$ cat src/rtl/ksa_param_if.sv
// RC4 key-schedule engine bus: start handshake, key and single-port S-box RAM port.
// Latency: none, wires only.
// Backpressure: none; the controller may start only while rdy=1.
interface ksa_param_if #(
  parameter int ADDR_W  = 8,
  parameter int KEY_LEN = 3
);
  logic                        en;
  logic                        init_mode;
  logic [KEY_LEN*ADDR_W-1:0]   key;
  logic                        rdy;
  logic [ADDR_W-1:0]           addr;
  logic [ADDR_W-1:0]           rddata;
  logic [ADDR_W-1:0]           wrdata;
  logic                        wren;

  // Controller / RAM side: issues starts and returns read data.
  modport master (
    output en, init_mode, key, rddata,
    input  rdy, addr, wrdata, wren
  );

  // Key-schedule engine side.
  modport slave (
    input  en, init_mode, key, rddata,
    output rdy, addr, wrdata, wren
  );
endinterface

$ cat src/rtl/ksa_param.sv
// RC4 key-scheduling engine: optional S[i]=i fill, then swap S[i],S[j] with j += S[i] + key sym.
// Latency: N cycles of fill (optional) plus 6 cycles per entry; rdy returns the cycle after the last write.
// Backpressure: none; en is only honoured while rdy=1, all RAM outputs are registered.
module ksa_param #(
  parameter int ADDR_W  = 8,
  parameter int KEY_LEN = 3
) (
  input  logic         clk,
  input  logic         rst,
  ksa_param_if.slave   bus
);

  localparam int                KW    = (KEY_LEN > 1) ? $clog2(KEY_LEN) : 1;
  localparam logic [ADDR_W-1:0] LAST  = '1;
  localparam logic [ADDR_W-1:0] ONE   = ADDR_W'(1);
  localparam logic [KW-1:0]     KLAST = KW'(KEY_LEN - 1);
  localparam logic [KW-1:0]     KONE  = KW'(1);

  typedef enum logic [2:0] {
    IDLE, FILL, RD_I, WT_I, RD_J, WT_J, WR_I, WR_J
  } state_t;

  state_t                    state, state_n;
  logic [ADDR_W-1:0]         i, i_n;
  logic [ADDR_W-1:0]         j, j_n;
  logic [ADDR_W-1:0]         si, si_n;
  logic [ADDR_W-1:0]         sj, sj_n;
  logic [KW-1:0]             kidx, kidx_n;
  logic [KEY_LEN*ADDR_W-1:0] key_q;
  logic [ADDR_W-1:0]         key_sym;
  logic                      start;

  logic                      rdy_q, rdy_n;
  logic                      wren_q, wren_n;
  logic [ADDR_W-1:0]         addr_q, addr_n;
  logic [ADDR_W-1:0]         wrdata_q, wrdata_n;

  assign bus.rdy    = rdy_q;
  assign bus.wren   = wren_q;
  assign bus.addr   = addr_q;
  assign bus.wrdata = wrdata_q;

  // Select the current key symbol; symbol 0 sits in the key MSBs.
  always_comb begin
    key_sym = '0;
    for (int k = 0; k < KEY_LEN; k++) begin
      if (int'(kidx) == k) key_sym = key_q[(KEY_LEN-1-k)*ADDR_W +: ADDR_W];
    end
  end

  // Next-state logic; outputs are decoded from the next state so they leave a flop.
  always_comb begin
    state_n  = state;
    i_n      = i;
    j_n      = j;
    si_n     = si;
    sj_n     = sj;
    kidx_n   = kidx;
    start    = 1'b0;
    rdy_n    = 1'b0;
    wren_n   = 1'b0;
    addr_n   = '0;
    wrdata_n = '0;

    case (state)
      IDLE: begin
        if (bus.en) begin
          start   = 1'b1;
          i_n     = '0;
          j_n     = '0;
          kidx_n  = '0;
          state_n = bus.init_mode ? FILL : RD_I;
        end
      end
      FILL: begin
        // i wraps back to 0 on the last fill write, ready for the schedule loop.
        i_n = i + ONE;
        if (i == LAST) state_n = RD_I;
      end
      RD_I: state_n = WT_I;
      WT_I: begin
        // S[i] arrives now; j is advanced here so RD_J can present it registered.
        si_n    = bus.rddata;
        j_n     = j + bus.rddata + key_sym;
        state_n = RD_J;
      end
      RD_J: state_n = WT_J;
      WT_J: begin
        sj_n    = bus.rddata;
        state_n = WR_I;
      end
      WR_I: state_n = WR_J;
      WR_J: begin
        i_n     = i + ONE;
        kidx_n  = (kidx == KLAST) ? '0 : kidx + KONE;
        state_n = (i == LAST) ? IDLE : RD_I;
      end
      default: state_n = IDLE;
    endcase

    case (state_n)
      IDLE: rdy_n = 1'b1;
      FILL: begin
        addr_n   = i_n;
        wrdata_n = i_n;
        wren_n   = 1'b1;
      end
      RD_I: addr_n = i_n;
      RD_J: addr_n = j_n;
      WR_I: begin
        addr_n   = i_n;
        wrdata_n = sj_n;
        wren_n   = 1'b1;
      end
      WR_J: begin
        addr_n   = j_n;
        wrdata_n = si_n;
        wren_n   = 1'b1;
      end
      default: ;
    endcase
  end

  // State, datapath and output registers; reset aborts any run immediately.
  always_ff @(posedge clk) begin
    if (rst) begin
      state    <= IDLE;
      i        <= '0;
      j        <= '0;
      si       <= '0;
      sj       <= '0;
      kidx     <= '0;
      key_q    <= '0;
      rdy_q    <= 1'b1;
      wren_q   <= 1'b0;
      addr_q   <= '0;
      wrdata_q <= '0;
    end else begin
      state    <= state_n;
      i        <= i_n;
      j        <= j_n;
      si       <= si_n;
      sj       <= sj_n;
      kidx     <= kidx_n;
      if (start) key_q <= bus.key;
      rdy_q    <= rdy_n;
      wren_q   <= wren_n;
      addr_q   <= addr_n;
      wrdata_q <= wrdata_n;
    end
  end

endmodule

$ cat src/flat_wrapper.sv
// flat-port wrapper written by rule: the top's interface ports become plain ports
module ksa_param_flat 
#(
  parameter int ADDR_W  = 8,
  parameter int KEY_LEN = 3
)
  (clk, rst, bus_en, bus_init_mode, bus_key, bus_rddata, bus_rdy, bus_addr, bus_wrdata, bus_wren);
  ksa_param_if #(.ADDR_W(ADDR_W), .KEY_LEN(KEY_LEN)) bus_i ();
  input  logic clk;
  input  logic rst;
  input wire logic [$bits(bus_i.en)-1:0] bus_en;
  input wire logic [$bits(bus_i.init_mode)-1:0] bus_init_mode;
  input wire logic [$bits(bus_i.key)-1:0] bus_key;
  input wire logic [$bits(bus_i.rddata)-1:0] bus_rddata;
  output wire logic [$bits(bus_i.rdy)-1:0] bus_rdy;
  output wire logic [$bits(bus_i.addr)-1:0] bus_addr;
  output wire logic [$bits(bus_i.wrdata)-1:0] bus_wrdata;
  output wire logic [$bits(bus_i.wren)-1:0] bus_wren;
  assign bus_i.en = bus_en;
  assign bus_i.init_mode = bus_init_mode;
  assign bus_i.key = bus_key;
  assign bus_i.rddata = bus_rddata;
  assign bus_rdy = bus_i.rdy;
  assign bus_addr = bus_i.addr;
  assign bus_wrdata = bus_i.wrdata;
  assign bus_wren = bus_i.wren;
  ksa_param #(.ADDR_W(ADDR_W), .KEY_LEN(KEY_LEN)) u_core (.clk(clk), .rst(rst), .bus(bus_i));
endmodule
$ cat config.mk
export PLATFORM = sky130hd
export DESIGN_NAME = ksa_param_flat
export DESIGN_NICKNAME = d
export VERILOG_FILES = /design/src/rtl/ksa_param_if.sv /design/src/rtl/ksa_param.sv /design/src/flat_wrapper.sv
export SDC_FILE = /design/constraint.sdc
export NUM_CORES = 1
export LEC_CHECK = 0
export ABC_AREA = 0
export BUFFER_PORTS_ARGS = -buffer_cell sky130_fd_sc_hd__buf_2
export CORE_UTILIZATION = 45
export CTS_BUF_LIST = sky130_fd_sc_hd__clkbuf_16
export CTS_CLUSTER_SIZE = 24
export DETAILED_ROUTE_END_ITERATION = 6
export PLACE_DENSITY_LB_ADDON = 0.08
export REMOVE_ABC_BUFFERS = 1
export SKIP_CTS_REPAIR_TIMING = 1
export SYNTH_ARGS = -nofsm -noshare
export SYNTH_HDL_FRONTEND = slang
export SYNTH_SLANG_ARGS = --single-unit
$ cat constraint.sdc
create_clock -name clk -period 3 [get_ports clk]
set_input_delay 0.15 -clock clk [delete_from_list [all_inputs] [get_ports clk]]
set_output_delay 0.15 -clock clk [all_outputs]
set_load 0.05 [all_outputs]
* Yosys cells after proc, flatten, opt, wreduce, memory -nomap -nowiden *
Cells that the tools add are included.

cells by class
  multiplexer cells = 23
  $mul = 0
  magnitude comparators = 0
  equality and inequality tests = 17
  bitwise logic cells = 0
  add/sub/neg operators = 4
  reduce and logical (&&, ||, !) cells = 9
  div/mod/pow operators = 0
  shift-type cells = 0

operators by type and width
  kind                 count
  $mux 8               7
  $pmux 8 s2           3
  $pmux 3 s8           1
  $pmux 8 s3           1
  $eq 3x3->1 const B   7
  $add 8x8->8          2
  $eq 3x2->1 const B   3
  $add 8x1->8 const B  1
  $eq 8x8->1 const B   1
  $mux 2               4
  $eq 2x2->1 const B   3
  $eq 3x1->1 const B   2
  $logic_not 3->1      2
  $mux 3               2
  $reduce_or 3->1      2
  $mux 1               4
  $pmux 2 s2           1
  $reduce_or 2->1      2
  $add 2x1->2 const B  1
  $logic_not 2->1      1
  $ne 2x2->1 const B   1
  $reduce_and 2->1     1
  $reduce_bool 2->1    1

storage, ports and cells
  output and inout port bits = 18
  RAM bits = 0
  bits in registers = 79
  memories = 0
  bits in latches = 0
  input bits = 36
  ROM bits = 0
  logic and storage cells = 64

* Depth between registers and ports, before layout *
Gate-level depths: netlist of the first run.

  depth in word-level cells = 7
  depth in mapped cells = 14
  gate-level depth less buffers = 13

* Least setup slack after synthesis of the first run *
OpenSTA, ideal clock, no wires.

  kind = register -> register
  start point = reg u_core.kidx[0]
  end point = reg u_core.addr_q[7] (netlist: u_core.bus.addr[7])
  stages on the path, launching flop included = 15
  setup time = 0.092 ns
  slack = -0.042 ns
  required time = 2.908 ns
  arrival time = 2.949 ns
  path through = dfxtp_1 buf_2 buf_1 o22a_1 fa_1 inv_1 ha_1 inv_1 fa_1 nor2b_1 o31a_1 nor3_1 o21a_1 o31a_1 o32ai_1

on the way
  longest elaborated chain between the ends = 7
  elaborated cells between the ends (all ways) = 9

ends and longest elaborated chain
  what                    RTL line          RTL
  start, declared         ksa_param.sv:28   logic [KW-1:0] kidx, kidx_n;
  start signal, assigned  ksa_param.sv:144  kidx <= kidx_n;
  $logic_not 2->1         ksa_param.sv:47   if (int'(kidx) == k) key_sym = key_q[(KEY_LEN-1-k)*ADDR_W +: ADDR_W];
  $mux 8 (2 in series)    ksa_param.sv:47
  $mux 8 (*)              ksa_param.sv:47
  $add 8x8->8 (*)         ksa_param.sv:84   j_n = j + bus.rddata + key_sym;
  $pmux 8 s2 (*)          ksa_param.sv:65   case (state)
  $pmux 8 s2 (*)          ksa_param.sv:101  case (state_n)
  end signal, assigned    ksa_param.sv:148  addr_q <= addr_n;
  end, declared           ksa_param.sv:35   logic [ADDR_W-1:0] addr_q, addr_n;

Every way passes the cells marked *; elsewhere a longest branch is shown, timed or not.
A chain may end at the register's enable or synchronous reset.

* Worst setup path after layout of the first run *
  start point = reg u_core.kidx[1]
  end point = reg u_core.addr_q[7] (netlist: u_core.bus.addr[7])

Same word-level chain as after synthesis.

==> flow_summary.yaml, run 1 <==
synthesis:
  yosys.area.top_type: "dfxtp_1"
  yosys.cell_types.count: 47
  synth_area_per_cell_um2: 8.163
  synth_ff_type: "dfxtp_1"
  synth_cells: 433
  synth-edff-count: 0
  yosysTopAreaCellShare_pct: 40.21
  yosysSeqAreaShare_pct: 40.21
  synth.most_common_cell: "nand2_1"
  yosysWarnings: 0
  synth_seq_cells: 71
  synthTopCellsByArea: "dfxtp_1 (40%), nand2_1 (9.5%), a21oi_1 (6.7%), fa_1 (4.5%), a22o_1 (3.2%)"
  synth-async-reset-ratio_pct: 0
  syn-cell-area_um2: 3535
  synth_commonest_cells: "nand2_1 (89), dfxtp_1 (71), a21oi_1 (47)"
sta:
  fin_skew_ns: 0.007469
  fin_hold_ws_ns: 0.05471
  tightest_slew_ns: 0.8692
  rsz0062_at_grt: "true"
  slew_viol_final: 0
  setup_viol: 0
  max_freq_mhz: 339.4
  relSlewSlack_pct: 42.05
  post-route-period-util_pct: 98.20
  fin_crit_ns: 2.946
  hold_viol_final: 0
  final.setup.worst_slack_ns: 0.05392
die:
  start_util_pct: 47.71
  io-pin-count: 54
  die_w_um: 90.63
  core-area_um2: 7408
  dieArea_um2: 8213
  die_y_um: 90.63
  num_rows: 31
power:
  powerDensity_nw_per_um2: 659.8
  max-vdd-ir-drop_mv: 0.3307
  p_total_uw: 2820
  p_leak_uw: 0.001750
clock_tree:
  cts_sinks: 71
  htreeDepth: 3
  cts_tree: "built"
  clk_latency_ns: 0.33
  clk_pin_slew_ns: 0.06
  clock-root-buffer: "clkbuf_16"
  numCtsBuffers: 9
  clk_path_buf_depth: 2
place:
  portBuffers: 53
  gp_congestion: 0.8254
  hpwl_mm: 5.627
  dp_cells: 568
  pre_cts_slack_ns: -0.09105
setup_path:
  crit_required_ns: 3.24
  crit_start: "u_core.kidx[1]$_SDFFE_PP0P_"
  worstSetupPathType: "reg -> reg"
  cp-start-kind: "flop"
  end_kind: "flop"
  cp_data_arrival_time_ns: 3.19
  crit_path_max_fanout: 5
  reg2reg_from: "u_core.kidx[1]$_SDFFE_PP0P_"
  r2r_end: "u_core.bus.addr[7]$_SDFF_PP0_"
  r2r_cells: 13
  r2r_slack_ns: 0.05
  cp-endpoint: "u_core.bus.addr[7]$_SDFF_PP0_"
global_route:
  grt_pass1_vias: 2909
  grt_use_met2_pct: 32.58
  grt_usage_pct: 20.76
  grt_max_degree: 46
  grt_overflow: 0
  antenna_found_initial: 0
  grt_use_met3_pct: 4.714
  grt_pass1_wl_mm: 13.57
  grt-busiest-layer: "met2"
  use_met1_pct: 27.09
routing:
  initialDrtViolationCount: 155
  first_pass_iters: 4
  routed_via_density: 5.212
  ant_nets: 0
  drc_errors: 0
  wire_per_inst_um: 13.67
  routed_wl_mm: 7.981
  vias: 3044
layout:
  nets: 531
  insertedDiodeCount: 0
  utilization_pct: 57.69
  drive_gt1_share_pct: 20.41
  area_growth_pct: 20.92
  fin_cells: 584
status:
  outcome: "completed"
min_path:
  hold_class: "in -> reg"
flow_run:
  cap_violations: 0
registers in the layout, summed over array words and instances (netlist names), 2 cells and up:
register and cells:
u_core.i 8, u_core.state 3, u_core.bus.addr 8, u_core.j 8, u_core.key_q 24, u_core.bus.wrdata 8
u_core.si 8, u_core.kidx 2
final cells by class:
class	count	area [µm²]
flip-flops and latches	71	1426
inverters	29	108.9
multi-input cells	306	1917
clock inverters	7	120.1
repair buffers	63	352.8
fillers	704	3134
well taps	99	123.9
clock buffers	9	225.2
routing by layer:
layer  up-vias  share of wire [%]
li1       1551                  -
met3        16                3.8
met2        65                 45
met5         -                  0
met1      1412                 49
met4         0                1.9
power by group:
group          internal, µW  switching, µW
sequential             1000           46.7
combinational           202            338
clock                   815            416
logic make-up after synthesis:
| logic type | count (synthesis) | share of synthesized area (%) |
|---|---|---|
| XOR/XNOR | 7 | 1.947 |
| flip-flops | 71 | 40.21 |
| multiplexers | 8 | 2.266 |
| AND/OR/NAND/NOR | 165 | 20.99 |
| AO/OA/AOI/OAI | 111 | 20.60 |
| adder cells (fa/ha/maj) | 15 | 7.009 |
| buffers and inverters | 56 | 6.973 |
layout by cell type (no fill, tap or decap), types with 2 or more instances in the layout:
master / n
a22oi_1: 5
a211oi_1: 2
o21ai_0: 7
a21o_1: 4
buf_4: 9
xor2_1: 3
inv_1: 29
a21oi_2: 5
a21oi_1: 46
dfxtp_1: 69
clkbuf_16: 9
nand2b_1: 6
o31a_1: 3
nor3b_1: 2
fa_1: 7
a31oi_1: 5
bufinv_16: 3
a22o_1: 13
mux2i_1: 7
and3_1: 2
nand3_1: 7
nor2_1: 30
o21a_1: 3
xnor2_1: 3
nand2_1: 89
nor2b_1: 8
buf_2: 53
o21ai_1: 2
o32ai_2: 2
ha_1: 6
nor3_2: 2
nand4_1: 2
nor3_1: 8
o22a_1: 7
and2_1: 3
how the worst min path moves through the flow:
stage	start	endpoint	slack, ns	cells past startpoint
after floorplan	rst	u_core.bus.wrdata[7]$_SDFF_PP0_	0.21	1
after global placement	bus_key[9]	u_core.key_q[9]$_SDFFE_PP0P_	0.39	3
after detailed placement	bus_key[16]	u_core.key_q[16]$_SDFFE_PP0P_	0.39	3
after CTS	bus_key[14]	u_core.key_q[14]$_SDFFE_PP0P_	0.04	3
after global routing	bus_key[22]	u_core.key_q[22]$_SDFFE_PP0P_	0.06	3
final	bus_key[7]	u_core.key_q[7]$_SDFFE_PP0P_	0.05	3
stage by stage:
step,area [µm²],TNS (ns)
after global placement,3874,0
after floorplan,3397,-0.2363
after global routing,4274,-0.1268
after CTS,4219,-0.1304
after detailed placement,3874,-0.09105
final,4274,0
critical path, stage by stage (launching register included):
cell and delay, ns:
dfxtp_4 0.38, mux2i_2 0.22, o22a_1 0.17, fa_1 0.41, inv_1 0.07, ha_1 0.16, inv_1 0.06, fa_2 0.36
nor2b_4 0.14, o31a_1 0.18, nor3_2 0.05, o21a_1 0.18, o31a_1 0.29, o32ai_2 0.19
Power figures use the tool's default switching activity.
==> run 2, diff against run 1 <==
CORE_UTILIZATION = 51   (was 45)
==> flow_summary.yaml, run 2 (synthesis results as in run 1) <==
status:
  outcome: "completed"
sta:
  final.setup.worst_slack_ns: 0.08124
  setup_viol: 0
  slew_viol_final: 0
  hold_viol_final: 0
  fin_hold_ws_ns: 0.05505
  post-route-period-util_pct: 97.29
  tightest_slew_ns: 0.7901
  fin_crit_ns: 2.919
  max_freq_mhz: 342.6
  fin_skew_ns: 0.004975
  relSlewSlack_pct: 47.26
  rsz0062_at_grt: "true"
clock_tree:
  cts_tree: "built"
  clk_pin_slew_ns: 0.06
  cts_sinks: 71
  htreeDepth: 3
  clk_latency_ns: 0.32
  clock-root-buffer: "clkbuf_16"
  clk_path_buf_depth: 2
  numCtsBuffers: 9
setup_path:
  cp_data_arrival_time_ns: 3.15
  end_kind: "flop"
  crit_path_max_fanout: 6
  cp-start-kind: "flop"
  worstSetupPathType: "reg -> reg"
  crit_required_ns: 3.24
  r2r_cells: 13
global_route:
  grt_usage_pct: 22.32
  grt_max_degree: 42
  grt_use_met3_pct: 3.794
  antenna_found_initial: 0
  use_met1_pct: 29.93
  grt_use_met2_pct: 36.29
  grt_pass1_wl_mm: 12.90
  grt_overflow: 0
  grt_pass1_vias: 2837
  grt-busiest-layer: "met2"
routing:
  drc_errors: 0
  routed_wl_mm: 7.508
  initialDrtViolationCount: 114
  vias: 2992
  first_pass_iters: 4
  ant_nets: 0
  routed_via_density: 5.324
  wire_per_inst_um: 13.36
power:
  max-vdd-ir-drop_mv: 0.4686
  p_leak_uw: 0.001717
  powerDensity_nw_per_um2: 625.6
layout:
  drive_gt1_share_pct: 18.97
  fill_cells: 590
  largest_register_ffs: 24
  nets: 531
  utilization_pct: 63.41
  mostFrequentLayoutCells: "nand2_1 (89), dfxtp_1 (69), buf_2 (53), a21oi_1 (47), nor2_1 (30)"
  design_area_um2: 4141
  largest-register: "u_core.key_q"
  mostFrequentLayoutCell: "nand2_1"
  area_growth_pct: 17.17
  insertedDiodeCount: 0
die:
  dieArea_um2: 7268
  start_util_pct: 54.12
  io-pin-count: 54
  die_y_um: 85.25
  num_rows: 29
  die_w_um: 85.25
  core-area_um2: 6531
flow_run:
  cap_violations: 0
place:
  place_area_um2: 3834
  pre_cts_slack_ns: -0.08714
  hpwl_mm: 5.415
  portBuffers: 53
  gp_congestion: 0.8352
min_path:
  hold_class: "in -> reg"
  hold_depth: 3
==> run 2: layout make-up <==
| type | count | area [µm²] | share of cell area, % |
|---|---|---|---|
| clock buffer | 9 | 225.2 | 5.438 |
| clock inverter | 7 | 63.81 | 1.541 |
| inverter | 29 | 108.9 | 2.628 |
| multi-input combinational | 306 | 1877 | 45.32 |
| sequential | 71 | 1426 | 34.44 |
| tap | 77 | 96.34 | 2.326 |
| timing repair buffer | 63 | 344.1 | 8.308 |
==> run 2: power by group <==
part           internal (µW)  switching (µW)
Combinational            195             327
Sequential              1000            45.6
Clock                    635             385
Total                   1830             757
==> run 2: metal layers <==
| layer | part of all wire, % | wire [µm] |
|---|---|---|
| met5 | 0 | 0 |
| met4 | 1.6 | 117 |
| met3 | 3.4 | 252 |
| met2 | 47 | 3550 |
| met1 | 48 | 3587 |
==> run 2: critical path, stage by stage (launching register included) <==
cell and delay (ns):
dfxtp_4 0.36, buf_6 0.13, buf_4 0.15, buf_4 0.15, o22a_1 0.17, fa_1 0.48
inv_1 0.04, ha_1 0.33, o21a_1 0.14, o31a_1 0.15, nor3_1 0.06, o21a_1 0.18
o31a_1 0.28, o32ai_1 0.20
==> run 2: final timing paths <==
kind,to,startpoint,slack (ns)
setup / recovery,u_core.bus.addr[7]$_SDFF_PP0_,u_core.kidx[1]$_SDFFE_PP0P_,0.08
hold / removal,u_core.key_q[23]$_SDFFE_PP0P_,bus_key[23],0.06
setup reg to reg,u_core.bus.addr[7]$_SDFF_PP0_,u_core.kidx[1]$_SDFFE_PP0P_,0.08
hold reg to reg,u_core.key_q[4]$_SDFFE_PP0P_,u_core.key_q[4]$_SDFFE_PP0P_,0.45
==> run 2: per-stage QoR <==
| stage | total power, µW | std cells | TNS, ns |
|---|---|---|---|
| 6_report | 2591 | 562 | 0 |
| 4_1_cts | 2611 | 562 | -0.09779 |
| 2_1_floorplan | 1429 | 406 | -0.2363 |
| 3_5_place_dp | 1584 | 546 | -0.08714 |
| 3_3_place_gp | 1575 | 546 | 0 |
| 5_1_grt | 2732 | 562 | -0.07994 |
